===== src/rtl/apb_timer_multi.sv =====
// apb_timer_multi: N_TIMERS independent up-counting timers behind an APB slave.
// Per channel (PADDR[7:4]) four registers (PADDR[3:2]):
//   0 COUNT  1 CTRL {PRESC[15:8], IE_OVF, IE_CMP, ONESHOT, EN}  2 CMP  3 STATUS {OVFF, CMPF} (W1C)
// Ports:
//   HCLK, HRESET         clock, asynchronous active-high reset
//   PADDR/PWDATA/PWRITE/PSEL/PENABLE   APB request
//   PRDATA/PREADY/PSLVERR              APB response (zero wait states, combinational read)
//   irq_o[N_TIMERS]                    per-channel level interrupt from registered flags
module apb_timer_multi #(
    parameter int unsigned N_TIMERS       = 2,
    parameter int unsigned CNT_WIDTH      = 32,
    parameter int unsigned APB_ADDR_WIDTH = 12
) (
    input  logic                      HCLK,
    input  logic                      HRESET,
    input  logic [APB_ADDR_WIDTH-1:0] PADDR,
    input  logic [31:0]               PWDATA,
    input  logic                      PWRITE,
    input  logic                      PSEL,
    input  logic                      PENABLE,
    output logic [31:0]               PRDATA,
    output logic                      PREADY,
    output logic                      PSLVERR,
    output logic [N_TIMERS-1:0]       irq_o
);

    localparam logic [1:0] REG_COUNT  = 2'd0;
    localparam logic [1:0] REG_CTRL   = 2'd1;
    localparam logic [1:0] REG_CMP    = 2'd2;
    localparam logic [1:0] REG_STATUS = 2'd3;
    localparam logic [CNT_WIDTH-1:0] CNT_MAX = '1;

    logic [CNT_WIDTH-1:0] r_count [N_TIMERS];
    logic [CNT_WIDTH-1:0] r_cmp   [N_TIMERS];
    logic [7:0]           r_presc [N_TIMERS];
    logic [7:0]           r_pcnt  [N_TIMERS];
    logic [N_TIMERS-1:0]  r_en, r_oneshot, r_ie_cmp, r_ie_ovf, r_cmpf, r_ovff;

    logic [3:0]          w_chan;
    logic [1:0]          w_reg;
    logic                w_access, w_chan_ok, w_wr, w_rd;
    logic [N_TIMERS-1:0] w_wr_count, w_wr_ctrl, w_wr_cmp, w_wr_stat;
    logic [N_TIMERS-1:0] w_tick, w_match, w_wrap;
    logic                w_unused;

    // Address decode; channels beyond N_TIMERS are an error and never touch state
    assign w_chan    = PADDR[7:4];
    assign w_reg     = PADDR[3:2];
    assign w_access  = PSEL && PENABLE;
    assign w_chan_ok = 5'(w_chan) < 5'(N_TIMERS);
    assign w_wr      = w_access && PWRITE && w_chan_ok;
    assign w_rd      = w_access && !PWRITE && w_chan_ok;
    assign w_unused  = ^{PADDR, PWDATA};

    // Per-channel write strobes and tick events
    always_comb begin
        w_wr_count = '0;
        w_wr_ctrl  = '0;
        w_wr_cmp   = '0;
        w_wr_stat  = '0;
        w_tick     = '0;
        w_match    = '0;
        w_wrap     = '0;
        for (int i = 0; i < N_TIMERS; i++) begin
            if (w_wr && (w_chan == 4'(i))) begin
                w_wr_count[i] = (w_reg == REG_COUNT);
                w_wr_ctrl[i]  = (w_reg == REG_CTRL);
                w_wr_cmp[i]   = (w_reg == REG_CMP);
                w_wr_stat[i]  = (w_reg == REG_STATUS);
            end
            w_tick[i]  = r_en[i] && (r_pcnt[i] == r_presc[i]);
            // CMP==0 disables matching so the counter free-runs to overflow
            w_match[i] = w_tick[i] && (r_cmp[i] != '0) && (r_count[i] == r_cmp[i]);
            w_wrap[i]  = w_tick[i] && !w_match[i] && (r_count[i] == CNT_MAX);
        end
    end

    // Channel state; APB writes take priority over same-cycle tick updates
    always_ff @(posedge HCLK or posedge HRESET) begin
        if (HRESET) begin
            for (int i = 0; i < N_TIMERS; i++) begin
                r_count[i] <= '0;
                r_cmp[i]   <= '0;
                r_presc[i] <= '0;
                r_pcnt[i]  <= '0;
            end
            r_en      <= '0;
            r_oneshot <= '0;
            r_ie_cmp  <= '0;
            r_ie_ovf  <= '0;
            r_cmpf    <= '0;
            r_ovff    <= '0;
        end else begin
            for (int i = 0; i < N_TIMERS; i++) begin
                if (w_wr_ctrl[i] || w_wr_cmp[i] || !r_en[i] || w_tick[i]) begin
                    r_pcnt[i] <= '0;
                end else begin
                    r_pcnt[i] <= r_pcnt[i] + 8'd1;
                end

                if (w_wr_count[i]) begin
                    r_count[i] <= PWDATA[CNT_WIDTH-1:0];
                end else if (w_wr_cmp[i] || w_match[i] || w_wrap[i]) begin
                    r_count[i] <= '0;
                end else if (w_tick[i]) begin
                    r_count[i] <= r_count[i] + CNT_WIDTH'(1);
                end

                if (w_wr_cmp[i]) begin
                    r_cmp[i] <= PWDATA[CNT_WIDTH-1:0];
                end

                if (w_wr_ctrl[i]) begin
                    r_en[i]      <= PWDATA[0];
                    r_oneshot[i] <= PWDATA[1];
                    r_ie_cmp[i]  <= PWDATA[2];
                    r_ie_ovf[i]  <= PWDATA[3];
                    r_presc[i]   <= PWDATA[15:8];
                end else if (w_match[i] && r_oneshot[i]) begin
                    r_en[i] <= 1'b0;
                end

                // A set event wins over a coincident write-1-to-clear
                r_cmpf[i] <= (r_cmpf[i] && !(w_wr_stat[i] && PWDATA[0])) || w_match[i];
                r_ovff[i] <= (r_ovff[i] && !(w_wr_stat[i] && PWDATA[1])) || w_wrap[i];
            end
        end
    end

    // Combinational read mux, zero outside a valid read access phase
    always_comb begin
        PRDATA = '0;
        for (int i = 0; i < N_TIMERS; i++) begin
            if (w_rd && (w_chan == 4'(i))) begin
                case (w_reg)
                    REG_COUNT: PRDATA = 32'(r_count[i]);
                    REG_CTRL:  PRDATA = {16'h0, r_presc[i], 4'h0, r_ie_ovf[i],
                                         r_ie_cmp[i], r_oneshot[i], r_en[i]};
                    REG_CMP:   PRDATA = 32'(r_cmp[i]);
                    default:   PRDATA = {30'h0, r_ovff[i], r_cmpf[i]};
                endcase
            end
        end
    end

    assign PSLVERR = w_access && !w_chan_ok;
    assign PREADY  = 1'b1;
    assign irq_o   = (r_cmpf & r_ie_cmp) | (r_ovff & r_ie_ovf);

endmodule

===== config.mk =====
export PLATFORM = sky130hd
export DESIGN_NAME = apb_timer_multi
export DESIGN_NICKNAME = d
export VERILOG_FILES = /design/src/rtl/apb_timer_multi.sv
export SDC_FILE = /design/constraint.sdc
export NUM_CORES = 1
export LEC_CHECK = 0
export CAP_MARGIN = 20
export CORE_MARGIN = 3
export CORE_UTILIZATION = 45
export CTS_CLUSTER_DIAMETER = 120
export DETAILED_ROUTE_END_ITERATION = 7
export PLACE_DENSITY = 0.73
export SLEW_MARGIN = 15
export SYNTH_ARGS = -nofsm -noshare
export SYNTH_HDL_FRONTEND = slang
export SYNTH_SLANG_ARGS = --single-unit

===== constraint.sdc =====
create_clock -name HCLK -period 7.7 [get_ports HCLK]
set_clock_uncertainty 0.2 [all_clocks]
set_input_delay 1.54 -clock HCLK [delete_from_list [all_inputs] [get_ports HCLK]]
set_output_delay 1.54 -clock HCLK [all_outputs]
set_load 0.02 [all_outputs]

After elaboration in Yosys (flattened, before gate mapping):

Index checks and enable logic that the tools add are counted.

* add/sub/neg operators: 4
* $lt $le $gt $ge: 1
* equal/unequal tests: 10
* multiplexer cells: 24
* bitwise gates (word level): 3
* reduce and logical (&&, ||, !) cells: 62

Operators by type and width (number)
* 2-to-1 mux 32 bit: 8
* case mux 32 bit (3 select lines): 2
* adder 32 x 1 -> 32 bit, second input constant: 2
* == test 32 bit: 2
* == test 32 bit, second input constant: 2
* nonzero test 32 bit: 2
* logical AND 1 bit: 30
* adder 8 x 1 -> 8 bit, second input constant: 2
* == test 8 bit: 2
* 2-to-1 mux 8 bit: 2
* logical OR 1 bit: 14
* 2-to-1 mux 1 bit: 12
* logical NOT 1 bit: 10
* nonzero test 3 bit: 2
* bitwise AND 2 bit: 2
* == test 2 bit, second input constant: 2
* == test 4 x 1 -> 1 bit, second input constant: 1
* logical NOT 4 bit: 1
* less-than comparator 4 x 2 -> 1 bit, second input constant: 1
* nonzero test 2 bit: 2
* == test 2 x 1 -> 1 bit, second input constant: 1
* logical NOT 2 bit: 1
* bitwise OR 2 bit: 1

* register bits: 172
* input port bits: 49
* word-level logic and storage cells: 122

Logic depth before layout (Yosys ltp):

Gate-level depths: netlist (run 1).

* depth in word-level cells: 10
* depth in mapped cells: 9
* mapped depth without buffers: 7

Least setup slack after synthesis (run 1):

OpenSTA, ideal clock, no wires.

* kind: input-to-output
* start: in PADDR[6]
* end: out PRDATA[19]
* data arrival time: 3.320 ns
* data required time: 5.960 ns
* setup slack: 2.640 ns
* stages on the path: 7
* path buffers: 2
* cell sequence: or3_1 > buf_2 > or3_4 > nor2_1 > nand2_1 > buf_2 > o22ai_1

* cells in the longest elaborated chain, start to end: 5

Ends and longest elaborated chain
* start, declared: line 16 `input logic [APB_ADDR_WIDTH-1:0] PADDR,`
* less-than comparator 4 x 2 -> 1 bit: line 50 `assign w_chan_ok = 5'(w_chan) < 5'(N_TIMERS);`
* logical AND 1 bit: line 52 `assign w_rd = w_access && !PWRITE && w_chan_ok;`
* logical AND 1 bit: line 134 `if (w_rd && (w_chan == 4'(i))) begin`
* 2-to-1 mux 32 bit: line 134
* 2-to-1 mux 32 bit *: line 134
* end, declared: line 21 `output logic [31:0] PRDATA,`

Mark *: on every way between the ends. The rest lies on a longest branch, timed or not.

Worst setup path after layout (run 1):

* start: in PADDR[6]
* end: out PRDATA[18]

The elaborated chain is that of the path after synthesis.

==> results of run 1 <==
worst max-delay path: stages:
cell and delay, ns:
clkdlybuf4s50_1 0.41, or3_1 0.56, or3_4 0.54, nor2_1 0.15, nand2_1 0.48, o22ai_1 0.43
clkdlybuf4s50_1 0.67
area by class of cell:
cell class,instances,area [µm²],share of cell area [%]
multi-input combinational,913,6600,51.4
timing repair buffer,92,871,6.79
inverter,12,50.0,0.390
sequential,172,4300,33.5
clock buffer,17,425,3.32
tap,324,405,3.16
clock inverter,15,178,1.38
registers in the layout (all words and copies together) (netlist names):
signal     cells
r_cmp         64
r_count       64
r_pcnt        16
r_presc       16
r_cmpf         2
r_en           2
r_ie_cmp       2
r_ie_ovf       2
r_oneshot      2
r_ovff         2
power groups by stage:
stage	clock network, W	registers, W	logic, W
after floorplan	0	0.00107	0.000482
after global placement	0	0.00117	0.000596
after detailed placement	0	0.00117	0.000613
after CTS	0.000899	0.00115	0.000617
after global routing	0.000934	0.00117	0.000685
final	0.000894	0.00116	0.000633
routing by layer:
layer | GRT usage (%) | wire [µm] | up-vias
li1 | - | - | 4481
met1 | 40.7 | 16200 | 5038
met2 | 40.3 | 16000 | 646
met3 | 7.67 | 4390 | 62
met4 | 7.62 | 847 | 0
met5 | 0 | 0 | -
cell usage in the layout (no fill, tap or decap), types with 10 or more instances in the layout:
master / netlist / routed
inv_1: 12 / 11
xor2_1: 41 / 41
nor3_1: 12 / 11
xnor2_1: 54 / 54
o22ai_1: 11 / 11
mux2i_1: 62 / 62
nor2_1: 72 / 72
a21oi_1: 75 / 75
clkdlybuf4s50_1: 0 / 75
nand2_1: 106 / 106
a211oi_1: 23 / 23
o21ai_0: 41 / 41
o22ai_2: 10 / 10
clkbuf_16: 0 / 17
buf_4: 8 / 14
nor4_1: 37 / 37
and3_1: 28 / 28
nand3_1: 41 / 41
dfrtp_1: 172 / 172
mux2_2: 84 / 84
nand4_1: 47 / 47
how the worst min path moves through the flow:
stage / to / start / slack [ns] / depth (start not counted)
final: r_pcnt[8] / r_pcnt[8] / 0.34 / 1
after global placement: r_pcnt[8] / r_pcnt[8] / 0.31 / 1
after detailed placement: r_ie_ovf[0] / r_ie_ovf[0] / 0.32 / 1
after floorplan: r_ovff[0] / r_ovff[0] / 0.28 / 2
after global routing: r_ie_cmp[0] / r_ie_cmp[0] / 0.37 / 1
after CTS: r_pcnt[8] / r_pcnt[8] / 0.34 / 1
stage by stage:
step                std cells  setup WS, ns  cell area [µm²]
floorplan                1181          1.30            11400
global placement         1511          1.30            12200
detailed placement       1513          1.24            12200
CTS                      1545          1.24            12800
global route             1545          1.04            12800
finish                   1545          1.18            12800
logic make-up (layout without fill, tap and decap cells):
logic type | Yosys count | after routing | share of synthesized area (%)
flops | 172 | 172 | 37.9
other cells | 1 | 1 | 0.0330
buf+inv | 96 | 136 | 4.24
fa+ha+maj | 4 | 4 | 0.440
compound gates | 248 | 248 | 15.8
simple gates | 414 | 414 | 19.5
mux | 151 | 151 | 14.8
xor+xnor | 95 | 95 | 7.32
==> impl_metrics.json, run 1 <==
{
  "worstRegToRegCells": 7,
  "drt_iter0_markers": 1370,
  "async_reset_ff_share_pct": 100,
  "rows": 57,
  "max-cap-violations": 0,
  "synth_top_flop_cell": "dfrtp_1",
  "fin_nets": 1261,
  "r2r_slack_ns": 4.16,
  "cts_hold_buf": 0,
  "setup_viol": 0,
  "synthToLayoutAreaGrowth_pct": 12.9,
  "dpl.hpwl_um": 26900,
  "grt_pass1_vias": 9751,
  "pwr-share-seq_pct": 43.2,
  "yosysUniqueCellTypes": 76,
  "synth.area.top_cells": "dfrtp_1, mux2_2, mux2i_1",
  "max_freq_mhz": 153,
  "drive_above_1_share_pct": 16.0,
  "portBuffers": 77,
  "holdWs_ns": 0.336,
  "r2r-start": "r_count[32]",
  "syn_avg_cell_area_um2": 9.62,
  "gp_congestion": 0.928,
  "fill_cells": 2258,
  "cp-end-kind": "output pin",
  "rsz0062_at_grt": "no",
  "ioPinCount": 85,
  "htreeDepth": 4,
  "yosysWarnings": 0,
  "synth_commonest_cells": "dfrtp_1, nand2_1, mux2_2",
  "drtPass1Iterations": 6,
  "ys_seq_area_share_pct": 37.9,
  "grt_max_degree": 73,
  "clkLatencyLatePin_ns": 0.45,
  "finalSetupTns_ns": 0,
  "routed_wirelength_um": 37400,
  "worstSetupPathType": "in2out",
  "drcViolationCount": 0,
  "fin_crit_sh_pct": 84.7,
  "core_area_mm2": 0.0246,
  "hold_violations": 0,
  "wl_per_cell_um": 24.2,
  "syn_nets": 1234,
  "p_sw_share_pct": 36.6,
  "fin_crit_ns": 6.52,
  "worstMarginPinSlew_ns": 1.10,
  "outcome": "completed",
  "cts_sinks": 172,
  "synth-seq-cells": 172,
  "cts_buffers": 17,
  "syn_inst": 1181,
  "vias_per_cell": 6.62,
  "ant_nets": 0,
  "cp-start-kind": "input port",
  "cp-startpoint": "PADDR[6]",
  "comb_power_share_pct": 23.5,
  "power.switching_w": 0.000984,
  "cp_max_fo": 19,
  "p_per_area_mw_per_mm2": 210,
  "synth_edf_count": 0,
  "relSlewSlack_pct": 25.7,
  "diodes": 0,
  "antenna_found_initial": 0,
  "initial_core_util_pct": 46.2,
  "utilization_pct": 52.1,
  "vias": 10227,
  "die_h_um": 165,
  "postCtsSetupRepairBufs": 0,
  "post-synth-top-area-cell": "dfrtp_1",
  "cts_tree": "yes",
  "arrival_ns": 4.78,
  "synth.most_common_cell": "dfrtp_1",
  "die-area_mm2": 0.0272,
  "overflow": 0,
  "cts_buffer_depth": 2,
  "netlist_area_mm2": 0.0114,
  "grt_usage_pct": 27.8,
  "worstSetupEndpoint": "PRDATA[18]",
  "yosys.area.top_type_share_pct": 37.9,
  "cp_data_required_time_ns": 5.96,
  "p_clk_share_pct": 33.2,
  "cts_resized": 0,
  "path_clk_slew_ns": 0.08,
  "worstHoldPathType": "reg2reg",
  "drv_slew": 0,
  "dieWidth_um": 165,
  "ir_drop_mv": 0.135,
  "grt_pass1_wl_um": 57800,
  "regToRegEndpoint": "r_count[63]",
  "cts-root-buf": "clkbuf_16",
  "p_leak_nw": 5.32,
  "p_int_w": 0.00171,
  "power_w": 0.00269
}
No activity file was read; power rests on OpenSTA's default activity.
==> run 2, diff against run 1 <==
Clock period 7.7 ns to 6.6 ns, I/O delays scaled along.
==> impl_metrics.json, run 2 (synthesized netlist as in run 1, its figures left out) <==
{
  "worstSetupPathType": "in2out",
  "gp_congestion": 0.953,
  "clkLatencyLatePin_ns": 0.44,
  "die_h_um": 165,
  "drcViolationCount": 0,
  "overflow": 0,
  "relSlewSlack_pct": 20.6,
  "post_dp_cell_area_mm2": 0.0122,
  "fin_crit_ns": 6.05,
  "die-area_mm2": 0.0272,
  "grt_pass1_vias": 9671,
  "cp_max_fo": 19,
  "max-cap-violations": 0,
  "outcome": "completed",
  "cp.depth": 6,
  "ioPinCount": 85,
  "vias": 10180,
  "dpl.hpwl_um": 26900,
  "cp_data_required_time_ns": 5.08,
  "cts_resized": 0,
  "postCtsSetupRepairBufs": 0,
  "worstHoldPathType": "reg2reg",
  "vias_per_cell": 6.58,
  "finalSetupTns_ns": 0,
  "p_leak_nw": 5.30,
  "final_cell_count_no_fill": 1546,
  "routed_wirelength_um": 37300,
  "dieWidth_um": 165,
  "ir_drop_mv": 0.154,
  "cts_tree": "yes",
  "drive_above_1_share_pct": 16.0,
  "core_area_mm2": 0.0246,
  "hold_depth": 1,
  "slowest_delay_ns": 0.68,
  "drtPass1Iterations": 8,
  "dpl.cell_count": 1512,
  "setup_viol": 0,
  "path_buf_inv": 2,
  "fin_nets": 1262,
  "grt_usage_pct": 27.8,
  "p_per_area_mw_per_mm2": 240,
  "crit_chain": "clkdlybuf4s50_1 -> or3_1 -> or3_4 -> or3_1 -> o22ai_1 -> clkdlybuf4s50_1",
  "synthToLayoutAreaGrowth_pct": 12.6,
  "arrival_ns": 4.53,
  "antenna_found_initial": 0,
  "cp-end-kind": "output pin",
  "drv_slew": 0,
  "rows": 57,
  "fill_cells": 2264,
  "rsz0062_at_grt": "no",
  "htreeDepth": 4,
  "worstMarginPinSlew_ns": 1.18,
  "portBuffers": 77,
  "ant_nets": 0,
  "fin_area_mm2": 0.0128,
  "path_clk_slew_ns": 0.07,
  "top_regs": "r_cmp (64), r_count (64)",
  "layout_common_cells": "dfrtp_1, nand2_1, mux2_2",
  "cts-root-buf": "clkbuf_16",
  "cts_buffer_depth": 2,
  "grt_pass1_wl_um": 57700,
  "max_freq_mhz": 165,
  "wl_per_cell_um": 24.1,
  "initial_core_util_pct": 46.2,
  "fin_crit_sh_pct": 91.7,
  "cp_slowest_cell": "or3_1",
  "layout_commonest_cell": "dfrtp_1",
  "cp-start-kind": "input port",
  "drt_iter0_markers": 1300,
  "grt_max_degree": 99,
  "cts_hold_buf": 0,
  "critical_path.top_delay_family": "simple AND/OR/NAND/NOR gates",
  "cts_sinks": 172,
  "worstRegToRegCells": 7,
  "diodes": 0,
  "hold_violations": 0,
  "cts_buffers": 17
}
## run 2: area by class of cell
cell class,instances,area (µm²),share of cell area [%]
Inverter,12,50.0,0.391
Clock inverter,14,114,0.889
Clock buffer,18,439,3.43
Tap cell,324,405,3.17
Timing Repair Buffer,93,891,6.96
Multi-Input combinational cell,913,6600,51.5
Sequential cell,172,4300,33.6
## run 2: final timing paths
| kind | start | to | slack (ns) |
|---|---|---|---|
| min in group asynchronous | HRESET | r_pcnt[2] | 1.26 |
| max in group asynchronous | HRESET | r_count[52] | 3.77 |
| worst min register to register | r_pcnt[0] | r_pcnt[0] | 0.32 |
| worst max register to register | r_count[32] | r_count[63] | 3.06 |
| worst min-delay path | r_pcnt[0] | r_pcnt[0] | 0.32 |
| worst max-delay path | PADDR[6] | PRDATA[17] | 0.55 |
## run 2: stage by stage
stage	total power (W)	hold slack (ns)	utilization, %	setup slack (ns)
4_1_cts	0.00304	0.329	52.0	0.592
3_5_place_dp	0.00209	0.319	49.7	0.589
5_1_grt	0.00320	0.360	52.0	0.396
3_3_place_gp	0.00206	0.319	49.7	0.683
2_1_floorplan	0.00181	0.281	-	0.420
6_report	0.00307	0.324	52.0	0.548
## run 2: report_power, final
| group | switching (W) | total [W] | leakage (nW) | internal (W) |
|---|---|---|---|---|
| clock | 0.000474 | 0.000972 | 0.260 | 0.000498 |
| sequential | 0.000208 | 0.00136 | 2.26 | 0.00115 |
| combinational | 0.000443 | 0.000740 | 2.78 | 0.000297 |
## run 2: worst reg2reg max path, stage by stage (launching register included)
cell     delay, ns
dfrtp_1       0.53
ha_1          0.31
nand4_2       0.19
nor2_1        0.44
and3_1        0.34
nand4_1       0.52
nand3_1       0.66
o21ai_0       0.20
## run 2: metal layers
layer	vias up	track usage, %	wire length [µm]
li1	4479	-	-
met1	5027	40.5	16100
met2	604	40.4	16000
met3	70	8.10	4300
met4	0	7.21	849
met5	-	0	0
